## src/rtl/fp_div_unit_pkg.sv

```systemverilog
// Shared float field widths, constants, FSM encodings and the special-case classifier.
package fp_div_unit_pkg;

    localparam int unsigned FP_W    = 32;
    localparam int unsigned EXP_W   = 8;
    localparam int unsigned MANT_W  = 23;
    localparam int unsigned SIG_W   = MANT_W + 1;
    localparam int unsigned ITER    = 26;
    localparam int unsigned REM_W   = SIG_W + 1;
    localparam int unsigned EXPR_W  = 10;
    localparam int unsigned CNT_W   = 5;
    localparam int unsigned FP_BIAS = 127;

    localparam logic [FP_W-1:0] FP_QNAN = 32'h7FC0_0000;
    localparam logic [FP_W-1:0] FP_PINF = 32'h7F80_0000;

    // Denormal inputs are read as zero; underflowing results become signed zero.
    localparam bit FLUSH_DENORM = 1'b1;

    typedef enum logic [2:0] {
        ST_IDLE,
        ST_UNPACK,
        ST_DIVIDE,
        ST_NORM,
        ST_PACK,
        ST_DONE
    } div_state_e;

    typedef enum logic [1:0] {
        SP_NONE,
        SP_NAN,
        SP_INF,
        SP_ZERO
    } special_e;

    typedef struct packed {
        logic              sign;
        logic [EXP_W-1:0]  exp;
        logic [SIG_W-1:0]  mant;
        logic              is_zero;
        logic              is_inf;
        logic              is_nan;
    } fp_fields_t;

    // Decide which fixed answer (if any) replaces the computed quotient.
    function automatic special_e classify(input fp_fields_t a, input fp_fields_t b);
        special_e sp;
        sp = SP_NONE;
        if (a.is_nan || b.is_nan || (a.is_zero && b.is_zero) || (a.is_inf && b.is_inf))
            sp = SP_NAN;
        else if (b.is_zero || a.is_inf)
            sp = SP_INF;
        else if (a.is_zero || b.is_inf)
            sp = SP_ZERO;
        return sp;
    endfunction

endpackage

```

## src/rtl/fp_unpack.sv

```systemverilog
// Combinational split of a single-precision float into fields plus class flags.
module fp_unpack
    import fp_div_unit_pkg::*;
(
    input  logic [FP_W-1:0] x,
    output fp_fields_t      fields_c
);

    logic [EXP_W-1:0]  exp_c;
    logic [MANT_W-1:0] frac_c;

    assign exp_c  = x[FP_W-2:MANT_W];
    assign frac_c = x[MANT_W-1:0];

    // Field split, hidden bit insertion and classification.
    always_comb begin
        fields_c         = '0;
        fields_c.sign    = x[FP_W-1];
        fields_c.exp     = exp_c;
        fields_c.mant    = {(exp_c != '0), frac_c};
        fields_c.is_nan  = (exp_c == '1) && (frac_c != '0);
        fields_c.is_inf  = (exp_c == '1) && (frac_c == '0);
        fields_c.is_zero = (exp_c == '0) && ((frac_c == '0) || FLUSH_DENORM);
    end

endmodule

```

## src/rtl/fp_div_unit.sv

```systemverilog
// Multi-cycle single-precision divider, one restoring quotient bit per clock.
module fp_div_unit
    import fp_div_unit_pkg::*;
(
    input  logic            clk,
    input  logic            reset,
    input  logic            enable,
    input  logic [FP_W-1:0] dataa,
    input  logic [FP_W-1:0] datab,
    output logic [FP_W-1:0] result,
    output logic            done
);

    div_state_e               state;
    logic [FP_W-1:0]          a_r;
    logic [FP_W-1:0]          b_r;
    logic                     sign_r;
    logic signed [EXPR_W-1:0] exp_r;
    logic [SIG_W-1:0]         mb_r;
    logic [REM_W-1:0]         rem_r;
    logic [ITER-1:0]          q_r;
    logic [CNT_W-1:0]         cnt_r;
    logic                     sticky_r;
    special_e                 special_r;
    logic [FP_W-1:0]          pack_r;
    logic                     pack_ph_r;

    fp_fields_t               fa_c;
    fp_fields_t               fb_c;
    logic [REM_W:0]           trial_c;
    logic                     round_up_c;
    logic                     carry_c;
    logic [MANT_W-1:0]        frac_c;
    logic signed [EXPR_W-1:0] exp_rnd_c;
    logic [FP_W-1:0]          pack_c;

    fp_unpack u_unpack_a (.x(a_r), .fields_c(fa_c));
    fp_unpack u_unpack_b (.x(b_r), .fields_c(fb_c));

    // Trial subtraction for the current restoring step; MSB set means negative.
    assign trial_c = {1'b0, rem_r} - {2'b00, mb_r};

    // Round-to-nearest-even on the normalised quotient and final packing.
    always_comb begin
        round_up_c        = q_r[1] & (q_r[0] | sticky_r | q_r[2]);
        {carry_c, frac_c} = (MANT_W+1)'({1'b0, q_r[ITER-2:2]}) + (MANT_W+1)'(round_up_c);
        exp_rnd_c         = carry_c ? exp_r + EXPR_W'(1) : exp_r;
        pack_c            = '0;
        case (special_r)
            SP_NAN:  pack_c = FP_QNAN;
            SP_INF:  pack_c = {sign_r, FP_PINF[FP_W-2:0]};
            SP_ZERO: pack_c = {sign_r, (FP_W-1)'(0)};
            default: begin
                if (exp_rnd_c >= $signed(EXPR_W'(255)))
                    pack_c = {sign_r, FP_PINF[FP_W-2:0]};
                else if (exp_rnd_c <= $signed(EXPR_W'(0)))
                    pack_c = {sign_r, (FP_W-1)'(0)};
                else
                    pack_c = {sign_r, exp_rnd_c[EXP_W-1:0], frac_c};
            end
        endcase
    end

    // Control FSM and datapath registers; enable low before DONE aborts.
    always_ff @(posedge clk or posedge reset) begin
        if (reset) begin
            state     <= ST_IDLE;
            a_r       <= '0;
            b_r       <= '0;
            sign_r    <= 1'b0;
            exp_r     <= '0;
            mb_r      <= '0;
            rem_r     <= '0;
            q_r       <= '0;
            cnt_r     <= '0;
            sticky_r  <= 1'b0;
            special_r <= SP_NONE;
            pack_r    <= '0;
            pack_ph_r <= 1'b0;
            result    <= '0;
            done      <= 1'b0;
        end else if (!enable && (state != ST_IDLE) && (state != ST_DONE)) begin
            state <= ST_IDLE;
        end else begin
            case (state)
                ST_IDLE: begin
                    if (enable) begin
                        a_r   <= dataa;
                        b_r   <= datab;
                        state <= ST_UNPACK;
                    end
                end
                ST_UNPACK: begin
                    sign_r    <= fa_c.sign ^ fb_c.sign;
                    exp_r     <= $signed({2'b00, fa_c.exp}) - $signed({2'b00, fb_c.exp})
                                 + $signed(EXPR_W'(FP_BIAS));
                    rem_r     <= {1'b0, fa_c.mant};
                    mb_r      <= fb_c.mant;
                    q_r       <= '0;
                    cnt_r     <= '0;
                    special_r <= classify(fa_c, fb_c);
                    state     <= ST_DIVIDE;
                end
                ST_DIVIDE: begin
                    if (!trial_c[REM_W]) begin
                        q_r   <= {q_r[ITER-2:0], 1'b1};
                        rem_r <= {trial_c[SIG_W-1:0], 1'b0};
                    end else begin
                        q_r   <= {q_r[ITER-2:0], 1'b0};
                        rem_r <= {rem_r[SIG_W-1:0], 1'b0};
                    end
                    cnt_r <= cnt_r + CNT_W'(1);
                    if (cnt_r == CNT_W'(ITER - 1))
                        state <= ST_NORM;
                end
                ST_NORM: begin
                    sticky_r <= (rem_r != '0);
                    if (!q_r[ITER-1]) begin
                        q_r   <= {q_r[ITER-2:0], 1'b0};
                        exp_r <= exp_r - EXPR_W'(1);
                    end
                    pack_ph_r <= 1'b0;
                    state     <= ST_PACK;
                end
                ST_PACK: begin
                    if (!pack_ph_r) begin
                        pack_r    <= pack_c;
                        pack_ph_r <= 1'b1;
                    end else begin
                        result <= pack_r;
                        done   <= 1'b1;
                        state  <= ST_DONE;
                    end
                end
                ST_DONE: begin
                    if (!enable) begin
                        done  <= 1'b0;
                        state <= ST_IDLE;
                    end
                end
                default: state <= ST_IDLE;
            endcase
        end
    end

endmodule

```

## config.mk

```make
export PLATFORM = sky130hd
export DESIGN_NAME = fp_div_unit
export DESIGN_NICKNAME = d
export VERILOG_FILES = /design/src/rtl/fp_div_unit_pkg.sv /design/src/rtl/fp_unpack.sv /design/src/rtl/fp_div_unit.sv
export SDC_FILE = /design/constraint.sdc
export NUM_CORES = 1
export LEC_CHECK = 0
export ABC_AREA = 1
export CORE_MARGIN = 1
export CORE_UTILIZATION = 40
export DETAILED_ROUTE_END_ITERATION = 12
export GPL_TIMING_DRIVEN = 0
export PLACE_DENSITY_LB_ADDON = 0.25
export SYNTH_ARGS = -nofsm -noshare
export SYNTH_HDL_FRONTEND = slang
export SYNTH_SLANG_ARGS = --single-unit
```

## constraint.sdc

```tcl
create_clock -name clk -period 10.3 [get_ports clk]
set_input_delay 1.545 -clock clk [delete_from_list [all_inputs] [get_ports clk]]
set_output_delay 1.545 -clock clk [all_outputs]
set_load 0.01 [all_outputs]
```

Word level (Yosys, flattened, before mapping):

Index checks and enable logic that the tools add are counted.

* output and inout port bits: 33
* logic and storage cells: 117
* flip-flop bits (word level): 227

* reductions and logical operators: 42
* mux-type cells: 25
* bitwise gates (word level): 6
* add/sub/neg operators: 7
* equality and inequality tests: 19
* magnitude comparators: 2

Operators by type and width (number)
* 32-bit one-hot mux with 3 select lines: 1
* 26-bit one-hot mux with 3 select lines: 1
* 31-bit 2-to-1 mux: 2
* 25-bit one-hot mux with 2 select lines: 1
* 23-bit zero test: 2
* 23-bit nonzero test: 2
* 26-bit 2-to-1 mux: 1
* 25-bit by 24-bit subtractor with 26-bit output: 1
* 25-bit 2-to-1 mux: 1
* 25-bit nonzero test: 1
* 23-bit by 1-bit adder with 24-bit output: 1
* 10-bit 2-to-1 mux: 2
* 10-bit one-hot mux with 2 select lines: 1
* 3-bit one-hot mux with 6 select lines: 1
* 8-bit equality test, second input constant: 2
* 8-bit zero test: 2
* 8-bit nonzero test: 2
* 3-bit 2-to-1 mux: 5
* 3-bit != test, second input constant: 5
* 3-bit AND reduction: 5
* 10-bit by 2-bit adder with 10-bit output, second input constant: 1
* 9-bit by 8-bit adder with 10-bit output, second input constant: 1
* 10-bit by 9-bit >= comparator with 1-bit output, second input constant: 1
* 10-bit by 1-bit less-or-equal comparator with 1-bit output, second input constant: 1
* other kinds (26): 58

Depth between registers and ports, before layout:

* depth in word-level cells: 9
* gate-level depth with buffers: 17
* mapped depth without buffers: 16

Cells and area by module:

A second synthesis with hierarchy kept.

* cells, all modules: 1690
* area, all modules: 13623.1 um^2

By module, submodules not included
* fp_div_unit: seq. area each 5680.4 um^2, area an instance 12837.3 um^2, instances 1, cells each 1550
* fp_unpack: seq. area each 0.0 um^2, area an instance 392.9 um^2, instances 2, cells each 70

Worst setup path after synthesis:

OpenSTA, ideal clock, no wires.

* path kind: input-to-reg
* start point: in enable
* end point: reg rem_r[10]
* slack: 7473 ps
* stages on the path: 10
* data arrival time: 2705 ps
* cells stage by stage: inv_1 -> nor2_1 -> inv_1 -> nor2_1 -> nor2_1 -> inv_1 -> buf_2 -> buf_2 -> nor2_1 -> a21oi_1

* longest elaborated chain between the ends: 5

RTL lines
* from (decl): RTL line fp_div_unit.sv:7 `input logic enable,`
* 1-bit zero test
* 1-bit logical AND (2 in a row): RTL line fp_div_unit.sv:82 `end else if (!enable && (state != ST_IDLE) && (state != ST_DONE)) begin`
* 1-bit inverter (no source line)
* 2-bit AND reduction (no source line)
* to (signal assigned): RTL line fp_div_unit.sv:97 `rem_r <= {1'b0, fa_c.mant};`
* to (signal assigned): RTL line fp_div_unit.sv:107 `rem_r <= {trial_c[SIG_W-1:0], 1'b0};`
* to (signal assigned): RTL line fp_div_unit.sv:110 `rem_r <= {rem_r[SIG_W-1:0], 1'b0};`
* to (decl): RTL line fp_div_unit.sv:20 `logic [REM_W-1:0] rem_r;`

Every way passes these cells.
A chain may end at the register's enable or synchronous reset.

Worst setup path after layout:

* start point: in enable
* end point: reg mb_r[5]

* longest elaborated chain between the ends: 5

RTL lines
* 1-bit zero test
* 1-bit logical AND (2 in a row): RTL line fp_div_unit.sv:82
* 1-bit inverter (no source line)
* 2-bit AND reduction (no source line)
* to (signal assigned): RTL line fp_div_unit.sv:98 `mb_r <= fb_c.mant;`
* to (decl): RTL line fp_div_unit.sv:19 `logic [SIG_W-1:0] mb_r;`

Every way passes these cells.

==> results.json <==
{
  "synthCells": 1598,
  "die_y_um": 181,
  "core-area_mm2": 0.0316,
  "die_area_mm2": 0.0327,
  "rsz0062_at_grt": "no",
  "path_clk_slew_ps": 60,
  "drtIter0Drc": 634,
  "clock_latency_ps": 530,
  "hold_depth": 2,
  "slowest_delay_ps": 600,
  "drtPass1Iterations": 5,
  "hold_path_class": "flop to flop",
  "slew_headroom": 0.437,
  "overflow": 0,
  "synthTopCellsByCount": "nand2_1 (357), dfrtp_1 (227), inv_1 (203)",
  "h-tree-depth": 1,
  "place_congestion": 0.919,
  "antenna_left": 0,
  "start_util": 0.406,
  "vias": 11000,
  "seq_power_share": 0.299,
  "ys_top_cells_by_area": "dfrtp_1 (44%), nand2_1 (10%), inv_1 (6.0%)",
  "crit_required_ps": 10740,
  "antenna_found_initial": 0,
  "cp.buffers_inverters": 5,
  "worst_slack_ps": 6490,
  "setup_viol": 0,
  "async_reset_ff_frac": 1.00,
  "path_max_fanout": 10,
  "max-vdd-ir-drop_mv": 0.179,
  "yosysTopAreaCell": "dfrtp_1",
  "maxCapViolations": 0,
  "mappedNetlistArea_mm2": 0.0128,
  "period_minus_slack_ps": 3810,
  "grt_pass1_wl_mm": 55.9,
  "yosysSeqAreaShare": 0.444,
  "clk_path_buf_depth": 3,
  "outcome": "finished clean",
  "hp-start": "pack_r[17]$_DFFE_PP0P_",
  "worst_ep_arrival_time_ps": 4250,
  "p_leak_nw": 6.91,
  "cts_buffers": 26,
  "worstSetupPathType": "input port to flop",
  "synth_most_common_cell": "nand2_1",
  "rrSetupSlack_ps": 7250,
  "wl_per_cell_um": 15.6,
  "p_switching_w": 0.00208,
  "cts_setup_buffers": 0,
  "place_area_mm2": 0.0143,
  "r2r_start": "rem_r[0]$_DFFE_PP0P_",
  "synth_area_per_cell_um2": 8.01,
  "cell_internal_pwr_w": 0.00256,
  "syn2layout_area_growth_pct": 18.6,
  "n_antenna_cell": 0,
  "grt_max_degree": 122,
  "cts-resized-gates": 0,
  "die_w_um": 181,
  "r2r-end": "rem_r[17]$_DFFE_PP0P_",
  "wl_mm": 33.4,
  "portBuffers": 99,
  "core.rowCount": 65,
  "yosysUniqueCellTypes": 45,
  "clock-sinks": 227,
  "hold_path_end": "pack_r[17]$_DFFE_PP0P_",
  "cpLargestDelayFamily": "buffers and inverters",
  "crit_path_cell_trace": "clkdlybuf4s50_1, inv_1, nor2_1, inv_1, nor2_1, clkbuf_1, clkbuf_1, nand2_1, o21ai_0",
  "cts_tree": "done",
  "comb_power_share": 0.502,
  "ios": 100,
  "synth_edf_count": 0,
  "p_total_w": 0.00465,
  "worst_pin_slew_ps": 845,
  "post-route-period-util": 0.370,
  "setup_tns_ps": 0,
  "synth_nets": 1709,
  "reg2reg_depth": 16,
  "finalHoldViolCount": 0,
  "place_ws_ps": 6030,
  "synthFlopType": "dfrtp_1",
  "drive_gt1_frac": 0.0930,
  "cp-end-kind": "flop",
  "root_buffer": "clkbuf_16",
  "power_density_mw_per_mm2": 306,
  "yosysWarnings": 0,
  "synth_seq_cells": 227,
  "grt_pass1_vias": 10900,
  "fmax_mhz": 262,
  "synth_top_area_share": 0.444,
  "hpwl_mm": 25.6,
  "postCtsHoldBufs": 0,
  "via_per_inst": 5.15,
  "netSwitchingFraction": 0.448,
  "grt_usage": 0.210,
  "report.final.slew_viol_count": 0,
  "p_clk_frac": 0.198,
  "crit_path_top_delay_cell": "clkdlybuf4s50_1",
  "drc": 0,
  "fin_area_mm2": 0.0152,
  "startpoint_type": "input port",
  "fin_worst_skew_ps": 11.0,
  "final_nets": 1837
}
-- per-stage QoR --
stage                     hold slack (ps)  std cells   util
after global routing                  495       2144  0.481
after CTS                             480       2144  0.481
after detailed placement              466       2100  0.454
after global placement                465       2099  0.453
final                                 475       2144  0.481
after floorplan                       448       1598      -
-- placed cells by master, fill, tap and decap left out, types with 3 or more instances in the layout --
cell type / synthesis / layout
nand4_1: 38 / 38
nor2_1: 119 / 119
nor3_1: 19 / 19
nor2_2: 3 / 3
or2_2: 7 / 7
inv_2: 7 / 7
buf_1: 6 / 6
o21ai_2: 21 / 21
dfrtp_1: 227 / 227
xnor2_1: 12 / 12
clkbuf_8: 0 / 5
a21oi_1: 98 / 98
xor2_1: 24 / 24
nor2_4: 5 / 5
ha_1: 42 / 42
nor4_1: 19 / 19
mux2_2: 48 / 48
o21ai_0: 150 / 150
clkbuf_1: 30 / 36
nand2_2: 9 / 9
clkinv_2: 0 / 3
nand2_1: 357 / 357
buf_2: 13 / 13
clkbuf_16: 0 / 27
inv_1: 203 / 202
a21o_1: 4 / 4
nand2_4: 3 / 3
clkdlybuf4s50_1: 0 / 99
o31ai_1: 19 / 19
nand3_1: 80 / 80
o21bai_1: 3 / 3
o22ai_1: 3 / 3
nand3b_1: 3 / 3
o211ai_1: 4 / 4
-- worst reg2reg max path, cell delays in order (launching register included) --
cell and delay, ps:
dfrtp_1 360, inv_1 80, ha_1 180, inv_1 120, fa_1 220, nand2_1 80, o21ai_0 520, nand2_1 100
nand2_1 230, inv_1 60, o21ai_0 380, nand2_1 160, nand2_1 90, nand2_1 50, nand3_1 120, nand3_1 90
a21oi_1 160
-- power by group through the flow --
stage | Sequential (W) | Clock (W) | Combinational, W
after floorplan | 0.00133 | 0 | 0.00174
after global placement | 0.00140 | 0 | 0.00227
after detailed placement | 0.00140 | 0 | 0.00230
after CTS | 0.00139 | 0.000943 | 0.00232
after global routing | 0.00142 | 0.000979 | 0.00268
final | 0.00139 | 0.000922 | 0.00233
-- registers in the layout (all words and copies together), names as in the netlist --
signal,cells
result,32
q_r,26
pack_r,32
sticky_r,1
sign_r,1
cnt_r,5
mb_r,24
special_r,2
pack_ph_r,1
done,1
a_r,32
rem_r,25
b_r,32
state,3
exp_r,10
-- how the worst max path moves through the flow --
| stage | from | to | slack, ps | cells past startpoint |
|---|---|---|---|---|
| after floorplan | reset | a_r[0]$_DFFE_PP0P_ | 2540 | 1 |
| after global placement | reset | b_r[30]$_DFFE_PP0P_ | -440 | 2 |
| after detailed placement | enable | mb_r[20]$_DFFE_PP0P_ | 6030 | 8 |
| after CTS | enable | mb_r[4]$_DFFE_PP0P_ | 6580 | 9 |
| after global routing | enable | mb_r[4]$_DFFE_PP0P_ | 6350 | 9 |
| final | enable | mb_r[5]$_DFFE_PP0P_ | 6490 | 9 |
-- kinds of logic after synthesis --
logic type                 Yosys count  synth area share
and+or+nand+nor                    667             0.229
AOI/OAI and AO/OA                  314             0.137
buffers and inverters              262            0.0793
DFF                                227             0.444
muxes                               48            0.0422
adders and majority gates           44            0.0442
xor gates and xnor gates            36            0.0246
-- layout make-up --
cell class	count	area, um2
well taps	402	503
flip-flops and latches	227	5680
fillers	3090	16400
clock buffers	38	767
repair buffers	100	1020
clock inverters	6	82.6
multi-input cells	1109	6110
inverters	211	800
plain buffers	51	223
-- routing by layer --
layer	wire, um	GRT usage	vias up	part of all wire
li1	-	-	5522	-
met1	15200	0.277	5213	0.45
met2	15800	0.359	244	0.47
met3	1060	0.0208	62	0.032
met4	1330	0.0766	0	0.040
met5	0	0	-	0
(Power assumes the default switching activity.)
